==> config.mk <==
export PLATFORM = sky130hd
export DESIGN_NAME = hub75_rx_capture
export DESIGN_NICKNAME = d
export VERILOG_FILES = /design/src/rtl/hub75_rx_capture.sv
export SDC_FILE = /design/constraint.sdc
export NUM_CORES = 1
export LEC_CHECK = 0
export ABC_AREA = 1
export CELL_PAD_IN_SITES_DETAIL_PLACEMENT = 1
export CELL_PAD_IN_SITES_GLOBAL_PLACEMENT = 1
export CORE_ASPECT_RATIO = 2
export CORE_MARGIN = 10
export CORE_UTILIZATION = 42
export CTS_BUF_LIST = sky130_fd_sc_hd__clkbuf_8
export DETAILED_ROUTE_END_ITERATION = 16
export PLACE_DENSITY = 0.8
export SYNTH_ARGS = -nofsm -noshare
export SYNTH_HDL_FRONTEND = slang
export SYNTH_SLANG_ARGS = --single-unit
==> constraint.sdc <==
create_clock -name clk -period 29.9 [get_ports clk]
set_input_delay 5.98 -clock clk [delete_from_list [all_inputs] [get_ports clk]]
set_output_delay 5.98 -clock clk [all_outputs]
set_load 0.01 [all_outputs]
==> src/rtl/hub75_rx_capture.sv <==
// ---------------------------------------------------------------------------
// hub75_rx_capture
//
// Purpose: sniffs a HUB75 LED-panel bus and turns each latched row pair into
// a stream of (row, col, rgb) pixels on a valid/ready interface.
//
// Handshake: pix_valid/pix_ready follow strict valid/ready semantics. A pixel
// transfers on every rising clk edge where pix_valid && pix_ready. Once
// pix_valid is high it stays high, and pix_row/pix_col/pix_rgb stay constant,
// until that transfer happens. pix_valid never depends combinationally on
// pix_ready.
//
// Parameters:
//   COLS       columns shifted per row (2..64)
//   HALF_ROWS  rows per half panel; the lower half starts at this row
//
// Ports:
//   clk, rst             system clock, synchronous active-low reset
//   r0 g0 b0 r1 g1 b1    upper/lower half colour bits (asynchronous)
//   addr[4:0]            HUB75 row address (asynchronous)
//   clk_in, latch, oe    HUB75 shift clock, latch (high), output enable (low)
//   pix_valid/pix_ready  pixel stream handshake
//   pix_row, pix_col     pixel coordinates
//   pix_rgb              {r,g,b} of the pixel
//   row_done             high in the cycle the last pixel of a row pair is taken
//   err_len, err_ovr     sticky: bad column count / latch during a drain
//   oe_active            panel currently displaying (synchronized, inverted oe)
//   stat_rows            completed row pairs (wraps at 16 bits)
//   dbg_state            current FSM state for debug and checkers
//
// Build option: define HUB75_RX_STATS_EN to enable the stat_rows counter;
// without it stat_rows is tied to zero.
// ---------------------------------------------------------------------------
module hub75_rx_capture #(
    parameter int COLS      = 64,
    parameter int HALF_ROWS = 32
) (
    input  logic        clk,
    input  logic        rst,
    input  logic        r0,
    input  logic        g0,
    input  logic        b0,
    input  logic        r1,
    input  logic        g1,
    input  logic        b1,
    input  logic [4:0]  addr,
    input  logic        clk_in,
    input  logic        latch,
    input  logic        oe,
    output logic        pix_valid,
    input  logic        pix_ready,
    output logic [5:0]  pix_row,
    output logic [5:0]  pix_col,
    output logic [2:0]  pix_rgb,
    output logic        row_done,
    output logic        err_len,
    output logic        err_ovr,
    output logic        oe_active,
    output logic [15:0] stat_rows,
    output logic [1:0]  dbg_state
);

    typedef enum logic [1:0] {
        IDLE      = 2'd0,
        DRAIN_TOP = 2'd1,
        DRAIN_BOT = 2'd2
    } state_e;

    localparam logic [6:0] CNT_COLS = 7'(COLS);
    localparam logic [6:0] CNT_MAX  = 7'(COLS + 1);
    localparam logic [5:0] LAST_COL = 6'(COLS - 1);
    localparam logic [5:0] HALF_OFS = 6'(HALF_ROWS);

    // ---------------- input synchronizers ----------------
    // Data bits travel through the same two stages as clk_in/latch, so they
    // are aligned with the edge that qualifies them.
    logic [13:0] sync1_q, sync2_q;
    logic        clk_prev_q, latch_prev_q;

    logic [2:0]  s_rgb_up, s_rgb_lo;
    logic [4:0]  s_addr;
    logic        s_clk, s_latch, s_oe;
    logic        clk_rise, latch_rise;

    assign s_rgb_lo   = sync2_q[2:0];
    assign s_rgb_up   = sync2_q[5:3];
    assign s_addr     = sync2_q[10:6];
    assign s_clk      = sync2_q[11];
    assign s_latch    = sync2_q[12];
    assign s_oe       = sync2_q[13];
    assign clk_rise   = s_clk & ~clk_prev_q;
    assign latch_rise = s_latch & ~latch_prev_q;

    logic oe_active_q;

    always_ff @(posedge clk) begin
        if (!rst) begin
            sync1_q      <= '0;
            sync2_q      <= '0;
            clk_prev_q   <= 1'b0;
            latch_prev_q <= 1'b0;
            oe_active_q  <= 1'b0;
        end else begin
            sync1_q      <= {oe, latch, clk_in, addr, r0, g0, b0, r1, g1, b1};
            sync2_q      <= sync1_q;
            clk_prev_q   <= s_clk;
            latch_prev_q <= s_latch;
            oe_active_q  <= ~s_oe;
        end
    end

    assign oe_active = oe_active_q;

    // ---------------- shift buffers and column counter ----------------
    // New bits enter at index 0 and older bits move up, so after COLS shifts
    // the first bit of the row sits at index COLS-1 and the last at index 0.
    // Buffers are sized for the largest legal COLS; only 0..COLS-1 are read.
    logic [2:0] up_q [64];
    logic [2:0] lo_q [64];
    logic [2:0] up_d [64];
    logic [2:0] lo_d [64];
    logic [6:0] col_cnt_q, col_cnt_d, cnt_shift;
    logic       count_ok;

    always_comb begin
        up_d      = up_q;
        lo_d      = lo_q;
        cnt_shift = col_cnt_q;
        if (clk_rise) begin
            for (int i = 1; i < 64; i++) begin
                up_d[i] = up_q[i-1];
                lo_d[i] = lo_q[i-1];
            end
            up_d[0] = s_rgb_up;
            lo_d[0] = s_rgb_lo;
            if (col_cnt_q != CNT_MAX) begin
                cnt_shift = col_cnt_q + 7'd1;
            end
        end
        // A shift landing in the same cycle as the latch counts toward it.
        count_ok  = (cnt_shift == CNT_COLS);
        col_cnt_d = latch_rise ? 7'd0 : cnt_shift;
    end

    always_ff @(posedge clk) begin
        up_q <= up_d;
        lo_q <= lo_d;
        if (!rst) begin
            col_cnt_q <= '0;
        end else begin
            col_cnt_q <= col_cnt_d;
        end
    end

    // ---------------- drain FSM ----------------
    state_e     state_q;
    logic [2:0] drain_up_q [64];
    logic [2:0] drain_lo_q [64];
    logic [4:0] drain_addr_q;
    logic       pix_valid_q;
    logic [5:0] pix_row_q, pix_col_q;
    logic [2:0] pix_rgb_q;
    logic       err_len_q, err_ovr_q;
    logic [5:0] col_nxt;

    assign col_nxt = pix_col_q + 6'd1;

    always_ff @(posedge clk) begin
        if (!rst) begin
            state_q     <= IDLE;
            pix_valid_q <= 1'b0;
            pix_row_q   <= '0;
            pix_col_q   <= '0;
            pix_rgb_q   <= '0;
            err_len_q   <= 1'b0;
            err_ovr_q   <= 1'b0;
        end else begin
            if (latch_rise) begin
                if (!count_ok) begin
                    err_len_q <= 1'b1;
                end
                if (state_q != IDLE) begin
                    // The running drain keeps its buffer; the new row is dropped.
                    err_ovr_q <= 1'b1;
                end else if (count_ok) begin
                    state_q      <= DRAIN_TOP;
                    drain_up_q   <= up_d;
                    drain_lo_q   <= lo_d;
                    drain_addr_q <= s_addr;
                    pix_valid_q  <= 1'b1;
                    pix_col_q    <= '0;
                    pix_row_q    <= {1'b0, s_addr};
                    pix_rgb_q    <= up_d[0];
                end
            end
            // pix_valid is only high outside IDLE, so this never collides
            // with the capture above.
            if (pix_valid_q && pix_ready) begin
                if (pix_col_q == LAST_COL) begin
                    if (state_q == DRAIN_TOP) begin
                        state_q   <= DRAIN_BOT;
                        pix_col_q <= '0;
                        pix_row_q <= {1'b0, drain_addr_q} + HALF_OFS;
                        pix_rgb_q <= drain_lo_q[0];
                    end else begin
                        state_q     <= IDLE;
                        pix_valid_q <= 1'b0;
                    end
                end else begin
                    pix_col_q <= col_nxt;
                    pix_rgb_q <= (state_q == DRAIN_TOP) ? drain_up_q[col_nxt]
                                                        : drain_lo_q[col_nxt];
                end
            end
        end
    end

    assign pix_valid = pix_valid_q;
    assign pix_row   = pix_row_q;
    assign pix_col   = pix_col_q;
    assign pix_rgb   = pix_rgb_q;
    assign err_len   = err_len_q;
    assign err_ovr   = err_ovr_q;
    assign dbg_state = state_q;

    // Marks the transfer itself, so it is high exactly in the cycle the final
    // lower-half pixel is handed over; a reset drops pix_valid and with it
    // any pending pulse.
    assign row_done = pix_valid_q && pix_ready && (state_q == DRAIN_BOT) &&
                      (pix_col_q == LAST_COL);

`ifdef HUB75_RX_STATS_EN
    logic [15:0] stat_q;

    always_ff @(posedge clk) begin
        if (!rst) begin
            stat_q <= '0;
        end else if (row_done) begin
            stat_q <= stat_q + 16'd1;
        end
    end

    assign stat_rows = stat_q;
`else
    assign stat_rows = '0;
`endif

endmodule

; After elaboration in Yosys (flattened, before gate mapping)
; Cells that the tools add are included.
[totals]
ff_bits = 831
out_inout_bits = 38
word_cells = 337
[classes]
addsub = 3
order_cmp = 1
eq_ne = 5
muxes = 41
bitwise = 9
reduce_logical = 8
[op_table]
columns = op, n
row1 = $mux W192, 2
row2 = $mux W6, 12
row3 = $bmux W3 S6, 2
row4 = $mux W3, 11
row5 = $mux W7, 2
row6 = $mux W2, 6
row7 = $add A7 B1 Y7 const B, 1
row8 = $eq A7 B7 Y1 const B, 1
row9 = $ge A7 B7 Y1 const B, 1
row10 = $ne A7 B7 Y1 const B, 1
row11 = $not A6 Y7, 1
row12 = $add A5 B6 Y6 const B, 1
row13 = $add A6 B1 Y6 const B, 1
row14 = $eq A6 B6 Y1 const B, 1
row15 = $mux W1, 6
row16 = $not A1 Y1, 6
row17 = $reduce_and A2 Y1, 2
row18 = $reduce_and A4 Y1, 1
row19 = $logic_and A1 B1 Y1, 3
row20 = $and A1 B1 Y1, 2
row21 = $eq A2 B1 Y1 const B, 1
row22 = $eq A2 B2 Y1 const B, 1
row23 = $reduce_bool A2 Y1, 1
row24 = $reduce_or A2 Y1, 1

; Depth between registers and ports, before layout
; Gate-level depths: netlist (run 1).
[logic_depth]
depth_word = 10
ltp_mapped = 17
ltp_nobuf = 16

; Least setup slack after synthesis (run 1)
; OpenSTA, ideal clock, no wires.
[synth_timing]
path_type = input to register
startpoint = in rst
endpoint = reg drain_addr_q[0] (enable)
t_arrival_ns = 22.555
t_required_ns = 28.752
setup_slack_ns = 6.198
cell_stages = 4
n_path_buf = 2
path_cell_list = clkbuf_1 inv_1 clkbuf_1 nor2_1
[synth_between]
elab_chain_len = 1
[synth_rtl]
columns = item, line_no
row1 = "start, declared", 39  ; input logic rst,
row2 = $reduce_and A4 Y1 (no line), --
row3 = "end signal, assigned", 189  ; drain_addr_q <= s_addr;
row4 = "end, declared", 159  ; logic [4:0] drain_addr_q;
; Every way passes these cells.
; A chain may end at the register's enable or synchronous reset.

; Worst setup path in the final report (run 1)
[layout_timing]
startpoint = in pix_ready
endpoint = out row_done
[layout_between]
elab_chain_len = 3
[layout_rtl]
columns = item, line_no
row1 = "start, declared", 51  ; input logic pix_ready,
row2 = $logic_and A1 B1 Y1 (3 in a row), 229  ; assign row_done = pix_valid_q && pix_ready && (state_q == DRAIN_BOT) &&
row3 = "end, declared", 55  ; output logic row_done,
; Every way passes these cells.

==> results of run 1 <==
-- placed cells by master, fill, tap and decap left out, types with 17 or more instances in the layout --
| cell | Yosys | layout |
|---|---|---|
| inv_1 | 314 | 349 |
| edfxtp_1 | 389 | 389 |
| clkbuf_8 | 0 | 138 |
| buf_4 | 24 | 17 |
| clkdlybuf4s50_1 | 0 | 38 |
| nand3_1 | 213 | 213 |
| o21ai_0 | 475 | 475 |
| dfxtp_1 | 442 | 441 |
| nor2_1 | 224 | 223 |
| nand2_1 | 840 | 840 |
-- layer usage --
metal  routed length, um  up-vias  global-route usage, %
met5                   0        -                      0
met4                1914        0                  6.136
met3                2621      117                  2.883
met2               39550      334                  33.15
met1               27830    10566                  17.84
li1                    -    10129                      -
-- cell usage after synthesis (2+ instances only) --
master,number,area share (%)
ha_1,3,0.12
nand2_1,840,10
inv_2,3,0.037
o21ai_0,475,7.8
a21oi_1,10,0.16
dfxtp_1,442,29
buf_1,6,0.074
buf_2,44,0.73
edfxtp_1,389,39
buf_4,24,0.59
nand3_2,2,0.066
clkbuf_1,112,1.4
xnor2_1,3,0.087
nor2_1,224,2.8
nand3_1,213,3.5
o211ai_1,11,0.27
inv_1,314,3.9
xor2_1,3,0.087
nand4_1,4,0.082
-- registers in the layout (all words and copies together), names as in the netlist --
| name | count |
|---|---|
| clk_prev_q | 1 |
| col_cnt_q | 7 |
| dbg_state | 2 |
| drain_addr_q | 5 |
| drain_lo_q | 192 |
| drain_up_q | 192 |
| err_len | 1 |
| err_ovr | 1 |
| latch_prev_q | 1 |
| lo_q | 192 |
| oe_active | 1 |
| pix_col | 6 |
| pix_rgb | 3 |
| pix_row | 6 |
| pix_valid | 1 |
| sync1_q | 14 |
| sync2_q | 14 |
| up_q | 192 |
-- area by class of cell --
| class | instances | share of cell area (%) |
|---|---|---|
| Sequential cell | 831 | 61.17 |
| Multi-Input combinational cell | 1810 | 23.45 |
| Clock buffer | 138 | 5.658 |
| Inverter | 318 | 3.616 |
| Tap cell | 916 | 3.414 |
| Timing Repair Buffer | 58 | 1.692 |
| Clock inverter | 62 | 0.9878 |
| Antenna cell | 1 | 0.007455 |
-- stage by stage --
step / setup WS [ns] / instances / util [%] / hold WS (ns)
2_1_floorplan: 6.198 / 3146 / - / 0.3682
3_3_place_gp: 16.52 / 3933 / 43.73 / 0.3999
3_5_place_dp: 16.47 / 3933 / 43.73 / 0.4015
4_1_cts: 16.46 / 4133 / 46.84 / 0.4175
5_1_grt: 16.35 / 4134 / 46.85 / 0.4419
6_report: 16.49 / 4134 / 46.85 / 0.4146
-- how the worst max path moves through the flow --
stage	cells after the start	from	to
2_1_floorplan	4	rst	drain_addr_q[0]
3_3_place_gp	6	pix_ready	row_done
3_5_place_dp	6	pix_ready	row_done
4_1_cts	6	pix_ready	row_done
5_1_grt	6	pix_ready	row_done
6_report	6	pix_ready	row_done
-- power by group --
group / internal (uW) / switching, uW / total, uW
logic: 57.2 / 128 / 185
clock network: 440 / 410 / 849
registers: 1370 / 57.4 / 1420
-- kinds of logic (layout without fill, tap and decap cells) --
group / Yosys count / in the layout
AOI/OAI and AO/OA: 496 / 496
xor gates and xnor gates: 7 / 7
adders and majority gates: 3 / 3
buffers and inverters: 505 / 576
DFF: 831 / 831
other: 1 / 17
and+or+nand+nor: 1288 / 1288
-- critical path: cells and delay by family --
kind / cells / cell delay, ns
buf+inv: 3 / 1.11
simple gates: 3 / 0.35
==> out/results.txt, run 1 <==
Cells on Worst Hold Path = 2
Ports = 55
Worst-case reg-to-reg path depth = 13
Gpl congestion = 0.7325
Critical-path top delay cell = clkdlybuf4s50_1
FF-to-FF Start = clk_prev_q
Worst EP arrival = 7.43 ns
Vias in the first global route = 23097
HPWL Detailed = 40.32 mm
Synth cell types = 28
CP Capture Type = output pin
Data required, critical path = 23.92 ns
R2r endpoint = drain_lo_q[85]
Initial DRT Pass Iterations = 7
Num CTS Buffers = 107
CP Launch Type = primary input
Max incr delay on CP = 0.57 ns
CTS tree = built
Relative slew slack = 13.90%
Layout cell share with drive strength beyond 1 = 5.968%
Dpl cell area = 0.03133 mm2
Seq cells post-synth = 831
Via-to-Cell Ratio = 5.115
Dominant synthesized flop cell = dfxtp_1
Postcts setup bufs = 0
Worst Skew = 0.02551 ns
Hold Path Sink = sync2_q[11]
Post-CTS sizing = 0
Leakage power = 0.01345 uW
Maximum clock path buffer count = 3
Remaining Overflow, GRT = 0
EDFF count, synth = 389
Max IR drop VDD = 0.00004201 V
Status = complete, no violations
Multi-input logic area = 0.007873 mm2
Largest net degree at the start of global routing = 233
Min-delay src = sync1_q[11]
Combinational family with the most area after synthesis = simple AND/OR/NAND/NOR gates
Area growth from synthesis to layout = 10.65%
Root Driver = clkbuf_8
DRC = 0
First-pass GRT wire length = 116.5 mm
Type of the worst setup path = primary input to output pin
Syn avg cell area = 9.689 um2
Drt total wl = 71.91 mm
Post-route cell area = 0.03357 mm2
Mapped Area = 0.03034 mm2
Reg2Reg Setup Slack = 22.85 ns
Max FO, Critical Path = 4
Mux share of post-synthesis cell area = 0%
Synth async-reset ratio = 0%
Synth Area in Compound Gates = 8.274%
Cell Pwr Density = 73.25 mW/mm2
Die width = 210.0 um
Gr usage total = 17.06%
Syn Inst Count = 3131
Setup violations, final = 0
CORE AREA = 0.07165 mm2
DRT antenna net count = 0
Warnings from Yosys = 0
Setup TNS = 0 ns
DR iter-0 viols = 988
Crit path time final = 13.41 ns
Post-Synth Adder-Cell Area = 0.1237%
Fillers = 8116
CP Cell Sequence = clkdlybuf4s50_1, nand2_1, inv_1, nand2_1, nor3_1, clkdlybuf4s50_1
Total power = 2459 uW
Maxcap violations = 0
I/O Buffers = 38
XOR/XNOR Fraction of Synth Area = 0.2269%
# rows = 139
Sequential cell area = 0.02053 mm2
Vias = 21146
Insertion delay to the later sink of the worst-skew pair = 0.73 ns
HP Class = flop to flop
Final nets = 3146
Worst Max-Slew Pin Slew = 1.291 ns
Fin. Hold Viols = 0
Hold Buf Count CTS = 0
Routed len/inst = 17.39 um
H-Tree Depth = 3
Sequential share of the synthesized area = 67.68%
Initial antenna violation count = 1
Tcrit/Tclk final = 44.86%
Clk slew on worst S/H paths = 0.07 ns
Area of the die = 0.08403 mm2
Simple-gate area share of the yosys netlist = 16.93%
Chip Height = 400.1 um
F_max = 74.55 MHz
Sink Count = 831
Initial core utilization = 42.34%
RSZ-0062 raised after global routing = no
Pins over their slew limit = 0
Power figures use the tool's default switching activity.
==> run 2: changes to the inputs <==
PLACE_DENSITY = 0.83   (was 0.8)
clock period = 12.1 ns   (was 29.9 ns; I/O delays follow)
==> out/results.txt, run 2 (synthesized netlist as in run 1, its figures left out) <==
Tcrit/Tclk final = 52.27%
Gpl congestion = 0.7386
Final nets = 3148
Worst EP arrival = 3.91 ns
Die width = 210.0 um
Via-to-Cell Ratio = 5.148
FF-to-FF Start = clk_prev_q
Crit path from = pix_ready
F_max = 158.1 MHz
Gr usage total = 17.30%
CP Launch Type = primary input
First-pass GRT wire length = 117.1 mm
Routed len/inst = 17.81 um
Worst Skew = 0.02955 ns
Vias in the first global route = 23056
Ports = 55
DRT antenna net count = 0
Fillers = 8053
Hold Buf Count CTS = 0
Largest net degree at the start of global routing = 214
Crit path time final = 6.325 ns
Most frequent cells in the layout = nand2_1 (840), o21ai_0 (475), dfxtp_1 (441), edfxtp_1 (389), inv_1 (344)
Drt total wl = 73.67 mm
Min-delay src = sync2_q[13]
Chip Height = 400.1 um
I/O Buffers = 38
Post-CTS sizing = 0
Worst Max-Slew Pin Slew = 1.082 ns
Smallest hold slack = 0.3993 ns
Num CTS Buffers = 106
Pins over their slew limit = 0
Max FO, Critical Path = 4
Leakage power = 0.01344 uW
HPWL Detailed = 42.25 mm
Worst-case reg-to-reg path depth = 12
Data required, critical path = 9.68 ns
DR iter-0 viols = 1103
CORE AREA = 0.07165 mm2
Vias = 21297
Setup violations, final = 0
DRC = 0
Status = complete, no violations
Insertion delay to the later sink of the worst-skew pair = 0.75 ns
Relative slew slack = 27.89%
Postcts setup bufs = 0
Cell Pwr Density = 182.6 mW/mm2
Sink Count = 831
Area of the die = 0.08403 mm2
Initial antenna violation count = 1
CTS tree = built
H-Tree Depth = 3
Root Driver = clkbuf_8
Remaining Overflow, GRT = 0
CP Capture Type = output pin
Initial core utilization = 42.34%
Type of the worst setup path = primary input to output pin
Clk slew on worst S/H paths = 0.07 ns
Maximum clock path buffer count = 3
Setup TNS = 0 ns
Initial DRT Pass Iterations = 5
Cells on Worst Hold Path = 1
Reg2Reg Setup Slack = 7.37 ns
Maxcap violations = 0
# rows = 139
Hold Path Sink = oe_active
Area growth from synthesis to layout = 10.87%
R2r endpoint = drain_up_q[59]
Fin. Hold Viols = 0
Layout cell share with drive strength beyond 1 = 6.211%
Max IR drop VDD = 0.00008496 V
HP Class = flop to flop
RSZ-0062 raised after global routing = no
Most common library cell in the layout ignoring fill and taps = nand2_1
Total power = 6141 uW
[run 2: worst max-delay path by stage]
stage                 endpoint  slack [ns]  cells past startpoint
6_report              row_done        5.77                      6
3_3_place_gp          row_done        5.80                      6
4_1_cts               row_done        5.77                      6
2_1_floorplan  drain_addr_q[0]        2.98                      4
3_5_place_dp          row_done        5.78                      6
5_1_grt               row_done        5.65                      6
[run 2: report_power, final]
| part | switching, uW | internal [uW] |
|---|---|---|
| combinational | 326 | 141 |
| clock | 1030 | 1130 |
| sequential | 144 | 3380 |
[run 2: through the flow]
| step | instance area (um2) | cells | worst slack, ns | util (%) |
|---|---|---|---|---|
| after floorplan | 30400 | 3146 | 2.976 | - |
| after global placement | 31340 | 3936 | 5.803 | 43.74 |
| after detailed placement | 31340 | 3936 | 5.776 | 43.74 |
| after CTS | 33630 | 4136 | 5.771 | 46.93 |
| after global routing | 33630 | 4137 | 5.655 | 46.94 |
| final | 33630 | 4137 | 5.775 | 46.94 |
[run 2: critical path, stage by stage]
cell and delay (ns):
clkdlybuf4s50_1 0.46, nand2_1 0.10, inv_1 0.10, nand2_1 0.07
nor3_1 0.18, clkdlybuf4s50_1 0.58
[run 2: metal layers]
layer,vias up,track usage (%),part of all wire (%)
met1,10626,17.24,38
met2,398,33.89,55
met5,-,0,0
met4,0,7.593,3.4
met3,138,3.070,4.0
li1,10135,-,-
[run 2: layout make-up]
class / instances / area, um2 / area share (%)
Inverter: 318 / 1214 / 3.609
Clock buffer: 130 / 1789 / 5.320
Clock inverter: 70 / 501.7 / 1.492
Tap cell: 916 / 1146 / 3.408
Antenna cell: 1 / 2.502 / 0.007440
Timing Repair Buffer: 61 / 573.1 / 1.704
Multi-Input combinational cell: 1810 / 7873 / 23.41
Sequential cell: 831 / 20530 / 61.05
==> run 3: changes to the inputs <==
clock period = 5.27 ns   (was 12.1 ns; I/O delays follow)
==> out/results.txt, run 3 (synthesized netlist as in run 1, its figures left out) <==
Total power = 14160 uW
Worst Max-Slew Pin Slew = 1.009 ns
F_max = 249.9 MHz
CTS tree = built
Clk slew on worst S/H paths = 0.06 ns
Remaining Overflow, GRT = 0
Relative slew slack = 32.63%
Root Driver = clkbuf_8
Setup violations, final = 0
Gr usage total = 18.08%
Num CTS Buffers = 106
WL met2 = 42.88 mm
First-pass GRT wire length = 122.0 mm
Sequential cell area = 0.02054 mm2
Maximum clock path buffer count = 3
DRC = 0
CP Launch Type = flop
Postcts setup bufs = 0
Max FO, Critical Path = 33
Maxcap violations = 0
Initial DRT Pass Iterations = 5
Most common library cell in the layout ignoring fill and taps = nand2_1
CORE AREA = 0.07165 mm2
DRT antenna net count = 0
Vias = 21518
Via-to-Cell Ratio = 5.188
Largest net degree at the start of global routing = 118
Pins over their slew limit = 0
CP Capture Type = output pin
H-Tree Depth = 3
Multi-input logic area = 0.007913 mm2
Post-route cell area = 0.03384 mm2
Cell Count, Final, Fillers Out = 4148
RSZ-0062 raised after global routing = no
Data required, critical path = 4.22 ns
Leakage power = 0.01357 uW
Vias in the first global route = 23735
Tcrit/Tclk final = 75.93%
Worst EP arrival = 2.95 ns
Most frequent cells in the layout = nand2_1 (840), o21ai_0 (475), dfxtp_1 (439), edfxtp_1 (389), inv_1 (352)
Layout cell share with drive strength beyond 1 = 6.561%
Insertion delay to the later sink of the worst-skew pair = 0.74 ns
Ports = 55
Metal3 WL = 2.863 mm
Type of the worst setup path = flop to output pin
Drt total wl = 76.93 mm
Dpl cell area = 0.03155 mm2
I/O Buffers = 38
HPWL Detailed = 45.22 mm
Initial core utilization = 42.34%
Initial antenna violation count = 2
Max IR drop VDD = 0.0002922 V
Post-Place Worst Slack = 1.693 ns
Final nets = 3160
Post-CTS sizing = 0
Chip Height = 400.1 um
Die width = 210.0 um
Crit path time final = 4.002 ns
WL met1 = 28.55 mm
Hold Buf Count CTS = 0
Fin. Hold Viols = 0
Sink Count = 831
Status = complete, no violations
DR iter-0 viols = 1107
Cell Pwr Density = 418.3 mW/mm2
HP Class = flop to flop
Gpl congestion = 0.7620
Final Worst Setup Slack = 1.268 ns
Worst Skew = 0.02671 ns
Highest Signal Layer = met5
Placed insts = 3948
Routed len/inst = 18.55 um
# rows = 139
Area of the die = 0.08403 mm2
Area growth from synthesis to layout = 11.57%
Fillers = 8045
[run 3: area by class of cell]
cell class                      count  share of cell area [%]
Antenna cell                        1                0.007394
Clock buffer                      131                   5.327
Clock inverter                     68                   1.446
Inverter                          318                   3.586
Multi-Input combinational cell   1810                   23.38
Sequential cell                   831                   60.69
Tap cell                          916                   3.386
Timing Repair Buffer               73                   2.181
[run 3: metrics by stage]
stage,TNS (ns),hold WS [ns],utilization [%]
4_1_cts,0,0.4154,47.23
5_1_grt,0,0.4356,47.23
2_1_floorplan,-895.37,0.3682,-
6_report,0,0.4098,47.23
3_5_place_dp,0,0.4007,44.03
3_3_place_gp,0,0.3947,44.03
[run 3: metal layers]
| metal | global-route usage [%] | vias to the layer above |
|---|---|---|
| li1 | - | 10165 |
| met1 | 18.05 | 10818 |
| met2 | 35.70 | 380 |
| met3 | 2.837 | 153 |
| met4 | 7.838 | 2 |
| met5 | 0 | - |
[run 3: power by group]
group | internal (uW) | leakage [uW] | total, uW | switching (uW)
combinational | 326 | 0.00501 | 1080 | 757
clock | 2640 | 0.00133 | 4980 | 2340
sequential | 7750 | 0.00723 | 8100 | 344
total | 10700 | 0.0136 | 14200 | 3440
[run 3: final timing paths]
path / start / end / slack [ns] / cells past startpoint
max: pix_col[0] / row_done / 1.27 / 8
min: sync1_q[13] / sync2_q[13] / 0.41 / 2
max reg2reg: clk_prev_q / drain_up_q[77] / 1.62 / 12
min reg2reg: sync1_q[13] / sync2_q[13] / 0.41 / 2
[run 3: worst max-delay path, stage by stage (launching register included)]
cell and delay, ns:
dfxtp_4 0.65, ha_4 0.26, nand3_1 0.08, inv_1 0.10, nand2_1 0.07, nor2_1 0.22
nand2_1 0.12, nor3_1 0.15, clkdlybuf4s50_1 0.57
